$ cat src/rtl/p4_hdr_pkg.sv
// Shared definitions for the P4 header register-block write sequencer:
// register offsets, FSM states and error codes.
package p4_hdr_pkg;

  localparam int NUM_REGS = 9;

  localparam logic [7:0] OFF_SMAC_LO = 8'h00;
  localparam logic [7:0] OFF_SMAC_HI = 8'h04;
  localparam logic [7:0] OFF_DMAC_LO = 8'h08;
  localparam logic [7:0] OFF_DMAC_HI = 8'h0C;
  localparam logic [7:0] OFF_SIP     = 8'h10;
  localparam logic [7:0] OFF_DIP     = 8'h14;
  localparam logic [7:0] OFF_SPORT   = 8'h18;
  localparam logic [7:0] OFF_DPORT   = 8'h1C;
  localparam logic [7:0] OFF_IPSUM   = 8'h20;

  localparam logic [1:0] ERR_NONE  = 2'd0;
  localparam logic [1:0] ERR_BRESP = 2'd1;
  localparam logic [1:0] ERR_TMO   = 2'd2;

  typedef enum logic [2:0] {
    IDLE,
    CSUM,
    WR,
    RESP,
    DONE
  } state_t;

  function automatic logic [7:0] reg_off(input logic [3:0] idx);
    logic [7:0] off;
    off = OFF_SMAC_LO;
    case (idx)
      4'd0:    off = OFF_SMAC_LO;
      4'd1:    off = OFF_SMAC_HI;
      4'd2:    off = OFF_DMAC_LO;
      4'd3:    off = OFF_DMAC_HI;
      4'd4:    off = OFF_SIP;
      4'd5:    off = OFF_DIP;
      4'd6:    off = OFF_SPORT;
      4'd7:    off = OFF_DPORT;
      4'd8:    off = OFF_IPSUM;
      default: off = OFF_SMAC_LO;
    endcase
    return off;
  endfunction

endpackage

$ cat src/rtl/p4_hdr_csum.sv
// Folds a 19-bit one's-complement partial sum to 16 bits and inverts it,
// yielding the IPv4 header checksum field value.
module p4_hdr_csum
  import p4_hdr_pkg::*;
(
  input  logic [18:0] i_sum,
  output logic [15:0] o_csum
);

  logic [16:0] w_fold1;
  logic [16:0] w_fold2;

  // Two folds suffice: the first leaves at most a single carry bit.
  assign w_fold1 = {1'b0, i_sum[15:0]} + {14'h0, i_sum[18:16]};
  assign w_fold2 = {1'b0, w_fold1[15:0]} + {16'h0, w_fold1[16]};
  assign o_csum  = ~w_fold2[15:0];

endmodule

$ cat src/rtl/p4_hdr_cfg_seq.sv
// AXI-Lite master that programs the 9 P4 header registers per request.
// Define P4_HDR_CSUM_EN to compute the IPv4 checksum before the last write.
module p4_hdr_cfg_seq
  import p4_hdr_pkg::*;
#(
  parameter logic [31:0] BASE_ADDR = 32'h0,
  parameter int          TIMEOUT   = 1024
) (
  input  logic        axil_aclk,
  input  logic        axil_areset,
  input  logic        cfg_valid,
  output logic        cfg_ready,
  input  logic [47:0] cfg_smac,
  input  logic [47:0] cfg_dmac,
  input  logic [31:0] cfg_sip,
  input  logic [31:0] cfg_dip,
  input  logic [15:0] cfg_sport,
  input  logic [15:0] cfg_dport,
  input  logic [15:0] cfg_ipsum,
  output logic        m_axil_awvalid,
  output logic [31:0] m_axil_awaddr,
  input  logic        m_axil_awready,
  output logic        m_axil_wvalid,
  output logic [31:0] m_axil_wdata,
  output logic [3:0]  m_axil_wstrb,
  input  logic        m_axil_wready,
  input  logic        m_axil_bvalid,
  input  logic [1:0]  m_axil_bresp,
  output logic        m_axil_bready,
  output logic        busy,
  output logic        done,
  output logic        err,
  output logic [3:0]  err_idx,
  output logic [1:0]  err_code
);

  localparam int TW = $clog2(TIMEOUT + 1);
  localparam logic [3:0] LAST_IDX = 4'(NUM_REGS - 1);
`ifdef P4_HDR_CSUM_EN
  localparam state_t FIRST = CSUM;
`else
  localparam state_t FIRST = WR;
`endif

  state_t      r_state;
  state_t      w_next;
  logic [3:0]  r_idx;
  logic [TW-1:0] r_tmo;
  logic        r_aw_ok;
  logic        r_w_ok;
  logic [47:0] r_smac;
  logic [47:0] r_dmac;
  logic [31:0] r_sip;
  logic [31:0] r_dip;
  logic [15:0] r_sport;
  logic [15:0] r_dport;
  logic [15:0] r_ipsum;
  logic        r_err;
  logic [3:0]  r_err_idx;
  logic [1:0]  r_err_code;

  logic        w_accept;
  logic        w_aw_hs;
  logic        w_w_hs;
  logic        w_aw_all;
  logic        w_w_all;
  logic        w_tmo_hit;
  logic        w_set_berr;
  logic        w_set_tmo;
  logic [31:0] w_wdata;

`ifdef P4_HDR_CSUM_EN
  logic [18:0] w_sum;
  logic [15:0] w_csum;

  assign w_sum = 19'(r_ipsum)
               + 19'(r_sip[31:16]) + 19'(r_sip[15:0])
               + 19'(r_dip[31:16]) + 19'(r_dip[15:0]);

  p4_hdr_csum u_csum (
    .i_sum  (w_sum),
    .o_csum (w_csum)
  );
`endif

  assign cfg_ready = (r_state == IDLE) && !axil_areset;
  assign w_accept  = cfg_valid && cfg_ready;

  assign m_axil_awvalid = (r_state == WR) && !r_aw_ok;
  assign m_axil_wvalid  = (r_state == WR) && !r_w_ok;
  assign m_axil_bready  = (r_state == RESP);
  assign m_axil_awaddr  = BASE_ADDR + {24'h0, reg_off(r_idx)};
  assign m_axil_wdata   = w_wdata;
  assign m_axil_wstrb   = 4'hF;

  assign w_aw_hs  = m_axil_awvalid && m_axil_awready;
  assign w_w_hs   = m_axil_wvalid && m_axil_wready;
  assign w_aw_all = r_aw_ok || w_aw_hs;
  assign w_w_all  = r_w_ok || w_w_hs;
  assign w_tmo_hit = (r_tmo == TW'(TIMEOUT - 1));

  assign busy     = (r_state == CSUM) || (r_state == WR)
                 || (r_state == RESP);
  assign done     = (r_state == DONE);
  assign err      = r_err;
  assign err_idx  = r_err_idx;
  assign err_code = r_err_code;

  always_comb begin
    w_wdata = 32'h0;
    case (r_idx)
      4'd0:    w_wdata = r_smac[31:0];
      4'd1:    w_wdata = {16'h0, r_smac[47:32]};
      4'd2:    w_wdata = r_dmac[31:0];
      4'd3:    w_wdata = {16'h0, r_dmac[47:32]};
      4'd4:    w_wdata = r_sip;
      4'd5:    w_wdata = r_dip;
      4'd6:    w_wdata = {16'h0, r_sport};
      4'd7:    w_wdata = {16'h0, r_dport};
      4'd8:    w_wdata = {16'h0, r_ipsum};
      default: w_wdata = 32'h0;
    endcase
  end

  always_comb begin
    w_next     = r_state;
    w_set_berr = 1'b0;
    w_set_tmo  = 1'b0;
    case (r_state)
      IDLE: if (w_accept) w_next = FIRST;
      CSUM: w_next = WR;
      WR: begin
        if (w_aw_all && w_w_all) begin
          w_next = RESP;
        end else if (w_tmo_hit) begin
          w_next    = DONE;
          w_set_tmo = 1'b1;
        end
      end
      RESP: begin
        if (m_axil_bvalid) begin
          if (m_axil_bresp != 2'b00) begin
            w_next     = DONE;
            w_set_berr = 1'b1;
          end else if (r_idx == LAST_IDX) begin
            w_next = DONE;
          end else begin
            w_next = WR;
          end
        end else if (w_tmo_hit) begin
          w_next    = DONE;
          w_set_tmo = 1'b1;
        end
      end
      DONE:    w_next = IDLE;
      default: w_next = IDLE;
    endcase
  end

  always_ff @(posedge axil_aclk or posedge axil_areset) begin
    if (axil_areset) begin
      r_state <= IDLE;
    end else begin
      r_state <= w_next;
    end
  end

  always_ff @(posedge axil_aclk or posedge axil_areset) begin
    if (axil_areset) begin
      r_idx      <= 4'd0;
      r_tmo      <= '0;
      r_aw_ok    <= 1'b0;
      r_w_ok     <= 1'b0;
      r_smac     <= 48'h0;
      r_dmac     <= 48'h0;
      r_sip      <= 32'h0;
      r_dip      <= 32'h0;
      r_sport    <= 16'h0;
      r_dport    <= 16'h0;
      r_ipsum    <= 16'h0;
      r_err      <= 1'b0;
      r_err_idx  <= 4'd0;
      r_err_code <= ERR_NONE;
    end else begin
      // Count only while waiting on the slave; any state change reloads.
      if ((w_next != r_state) ||
          !((r_state == WR) || (r_state == RESP))) begin
        r_tmo <= '0;
      end else begin
        r_tmo <= r_tmo + TW'(1);
      end
      if ((r_state == WR) && (w_next == WR)) begin
        r_aw_ok <= w_aw_all;
        r_w_ok  <= w_w_all;
      end else begin
        r_aw_ok <= 1'b0;
        r_w_ok  <= 1'b0;
      end
      if (w_accept) begin
        r_idx      <= 4'd0;
        r_smac     <= cfg_smac;
        r_dmac     <= cfg_dmac;
        r_sip      <= cfg_sip;
        r_dip      <= cfg_dip;
        r_sport    <= cfg_sport;
        r_dport    <= cfg_dport;
        r_ipsum    <= cfg_ipsum;
        r_err      <= 1'b0;
        r_err_idx  <= 4'd0;
        r_err_code <= ERR_NONE;
      end
`ifdef P4_HDR_CSUM_EN
      if (r_state == CSUM) r_ipsum <= w_csum;
`endif
      if ((r_state == RESP) && (w_next == WR)) begin
        r_idx <= r_idx + 4'd1;
      end
      if (w_set_berr) begin
        r_err      <= 1'b1;
        r_err_idx  <= r_idx;
        r_err_code <= ERR_BRESP;
      end
      if (w_set_tmo) begin
        r_err      <= 1'b1;
        r_err_idx  <= r_idx;
        r_err_code <= ERR_TMO;
      end
    end
  end

endmodule

$ cat config.mk
export PLATFORM = sky130hd
export DESIGN_NAME = p4_hdr_cfg_seq
export DESIGN_NICKNAME = d
export VERILOG_FILES = /design/src/rtl/p4_hdr_pkg.sv /design/src/rtl/p4_hdr_csum.sv /design/src/rtl/p4_hdr_cfg_seq.sv
export SDC_FILE = /design/constraint.sdc
export NUM_CORES = 1
export LEC_CHECK = 0
export CORE_ASPECT_RATIO = 1.5
export CORE_MARGIN = 5
export CORE_UTILIZATION = 52
export DETAILED_ROUTE_END_ITERATION = 12
export GPL_TIMING_DRIVEN = 0
export PLACE_DENSITY_LB_ADDON = 0.3
export SYNTH_ARGS = -nofsm -noshare
export SYNTH_HDL_FRONTEND = slang
export SYNTH_SLANG_ARGS = --single-unit
$ cat constraint.sdc
create_clock -name axil_aclk -period 15.65 [get_ports axil_aclk]
set_clock_uncertainty 0.05 [all_clocks]
set_input_delay 4.695 -clock axil_aclk [delete_from_list [all_inputs] [get_ports axil_aclk]]
set_output_delay 4.695 -clock axil_aclk [all_outputs]
set_load 0.01 [all_outputs]
==> results.toml <==
[power_and_ir_drop]
peakVddDrop_uv = 112
p_leak_nw = 7.28
finalPower_mw = 2.68
p_per_area_nw_per_um2 = 185

[routing]
drc_errors = 0
via_per_inst = 5.41
drt_iter0_drc = 910
wl_per_cell_um = 19.8
routed_wirelength_um = 36300
first_pass_iters = 5
drtAntennaViolNets = 0
vias = 9906

[sta]
slew_viol_final = 0
finalHoldViolCount = 0
fin_crit_sh_pct = 69.2
fmax_mhz = 92.4
maxSlewHeadroom_pct = 22.3
tns_ps = 0
rsz0062_at_grt = "false"
worst_pin_slew_ps = 1160
period_needed_ps = 10830
finalSetupViolCount = 0

[cts]
tritoncts = "yes"
post_cts_buffers = 0
clk_path_buf_depth = 3
clk_latency_ps = 520
clkTransAtPathRegs_ps = 60
cts_hold_buffers = 0
cts_buffers = 23
clkSinkCount = 235
htree_levels = 1
clockRootBuffer = "clkbuf_16"
ctsResizeCount = 0

[global_route]
antenna_found_initial = 3
grt_pass1_vias = 10041
grt_max_degree = 124
grt_pass1_wl_um = 54700
grt-ovfl-total = 0
groute.usage.overall_pct = 30.3

[cells_and_area]
syn2layout_area_growth_pct = 36.6
layout-drive-gt1-share_pct = 7.86
nets = 1771
finalInstanceArea_um2 = 14500
final_common_cell = "nand2_1"
fin_cells = 1830
post-route-util_pct = 71.5
final_cell_mix = "nand2_1, clkdlybuf4s50_1, dfrtp_1"

[floorplan]
coreArea_um2 = 20300
dieWidth_um = 127
die_h_um = 185
die_area_um2 = 23400
start_util_pct = 52.3
io_pins = 297
num_rows = 64

[job]
maxCapViolCount = 0

[worst_setup_path]
r2r_slack_ps = 13140
crit_family = "buffers and inverters"
r2r-end = "r_sip[16]"
start_kind = "primary input"
crit_buf_inv = 2
worstReg2RegStart = "r_state[2]"
path_cells = "clkdlybuf4s50_1 > nor4_2 > clkdlybuf4s50_1"
cp.required_ps = 10910
crit_arrival_ps = 6080
end_kind = "output port"
max_stage_delay_ps = 600
slowest_stage = "clkdlybuf4s50_1"
reg2regPathDepth = 6
crit_path_frequent_cell = "clkdlybuf4s50_1"
criticalPathCategory = "in -> out"
critPathMaxFanout = 3

[placed_design]
placed_cell_area_um2 = 13700
port_buffers = 264
dp_hpwl_um = 26600
dp.cells = 1789
place.gp.congestion = 0.881

[logic_synthesis]
syn_inst = 1230
ys_ff_latch = 235
synthDominantAreaCellType = "dfrtp_1"
ys_top_cells_by_area = "dfrtp_1, nand2_1, a22oi_1"
ys_types = 50
syn_area_um2 = 10600
synth_top_area_share_pct = 55.5
synth_enable_flop_cells = 0
async_flop_share_pct = 100
synth_ff_type = "dfrtp_1"
avgSynthCellArea_um2 = 8.62
yosysSeqAreaShare_pct = 55.5
yosysWarnings = 0

[hold_path]
hold_end = "r_smac[32]"
min_path_cells = 2
worstHoldStart = "r_smac[32]"
hp-class = "reg -> reg"

[outcome]
status = "completed"
## metal layers
layer  part of all wire, %  vias up  routed length [µm]  GRT usage (%)
li1                      -     4564                   -              -
met1                    35     4727               12500           34.8
met2                    50      492               18000           51.8
met3                   9.1      119                3310           6.49
met4                   6.7        4                2450           18.4
met5                 0.074        -                  27              0
## how the worst max path moves through the flow
stage | start | to | slack (ps) | cells after the start
after detailed placement | axil_areset | cfg_ready | 4840 | 3
after global placement | axil_areset | r_sip[26] | 1580 | 2
final | axil_areset | cfg_ready | 4820 | 3
after floorplan | axil_areset | err | 4460 | 1
after CTS | axil_areset | cfg_ready | 4830 | 3
after global routing | axil_areset | cfg_ready | 4800 | 3
## worst register-to-register path, stage by stage, from the launching register on
cell and delay, ps:
dfrtp_1 470, nor4_2 390, nand2_1 470, clkbuf_1 410, clkbuf_1 370, nand2_1 170, nand2_1 60
## cells by family (layout without fill, tap and decap cells)
kind of cell	after synthesis	after routing	share of synthesized area [%]
xor gates and xnor gates	8	8	0.661
muxes	6	6	0.614
DFF	235	235	55.5
adders and majority gates	5	5	0.590
and+or+nand+nor	743	743	28.2
AOI/OAI and AO/OA	118	118	8.83
other	2	34	0.0708
buffers and inverters	113	417	5.59
## cell usage after synthesis, types with 2 or more instances
master / n
dfrtp_1: 235
buf_4: 33
nand2_1: 668
a22oi_1: 80
mux2i_1: 5
nor2_1: 12
ha_1: 5
nor3_1: 13
nand4_1: 2
nor3b_1: 3
and4_1: 3
o21ai_0: 6
clkbuf_1: 36
buf_2: 36
a222oi_1: 16
and3_1: 16
xor2_1: 7
nand2b_1: 2
inv_1: 7
a21o_1: 2
a21oi_1: 2
and3b_1: 5
nor3b_2: 2
conb_1: 2
nand3_1: 6
or3_1: 2
## per-stage QoR
stage,worst slack (ps),hold slack (ps)
floorplan,4460,395
global placement,1580,408
detailed placement,4840,412
CTS,4830,428
global route,4800,439
finish,4820,428
## state kept, by name (all words and copies together) (netlist names)
name,count
r_idx,4
r_w_ok,1
r_dport,16
r_smac,48
r_dip,32
r_sip,32
r_tmo,11
r_sport,16
r_ipsum,16
err_code,2
r_aw_ok,1
r_dmac,48
err,1
r_state,3
err_idx,4
## power by group
part           switching [mW]  leakage [nW]  internal (mW)  total, mW
Sequential              0.170          2.96          0.875       1.04
Combinational           0.603          3.94          0.473       1.08
Clock                   0.238         0.376          0.325      0.562
## layout make-up
| cell class | instances | area [µm²] |
|---|---|---|
| Clock buffer | 29 | 648 |
| Multi-Input combinational cell | 912 | 4240 |
| Inverter | 7 | 33.8 |
| Antenna cell | 2 | 5.00 |
| Sequential cell | 235 | 5880 |
| Clock inverter | 10 | 103 |
| Timing Repair Buffer | 265 | 2670 |
| Fill cell | 1582 | 5780 |
| Tap cell | 264 | 330 |
| Buffer | 106 | 567 |
(Power assumes the default switching activity.)
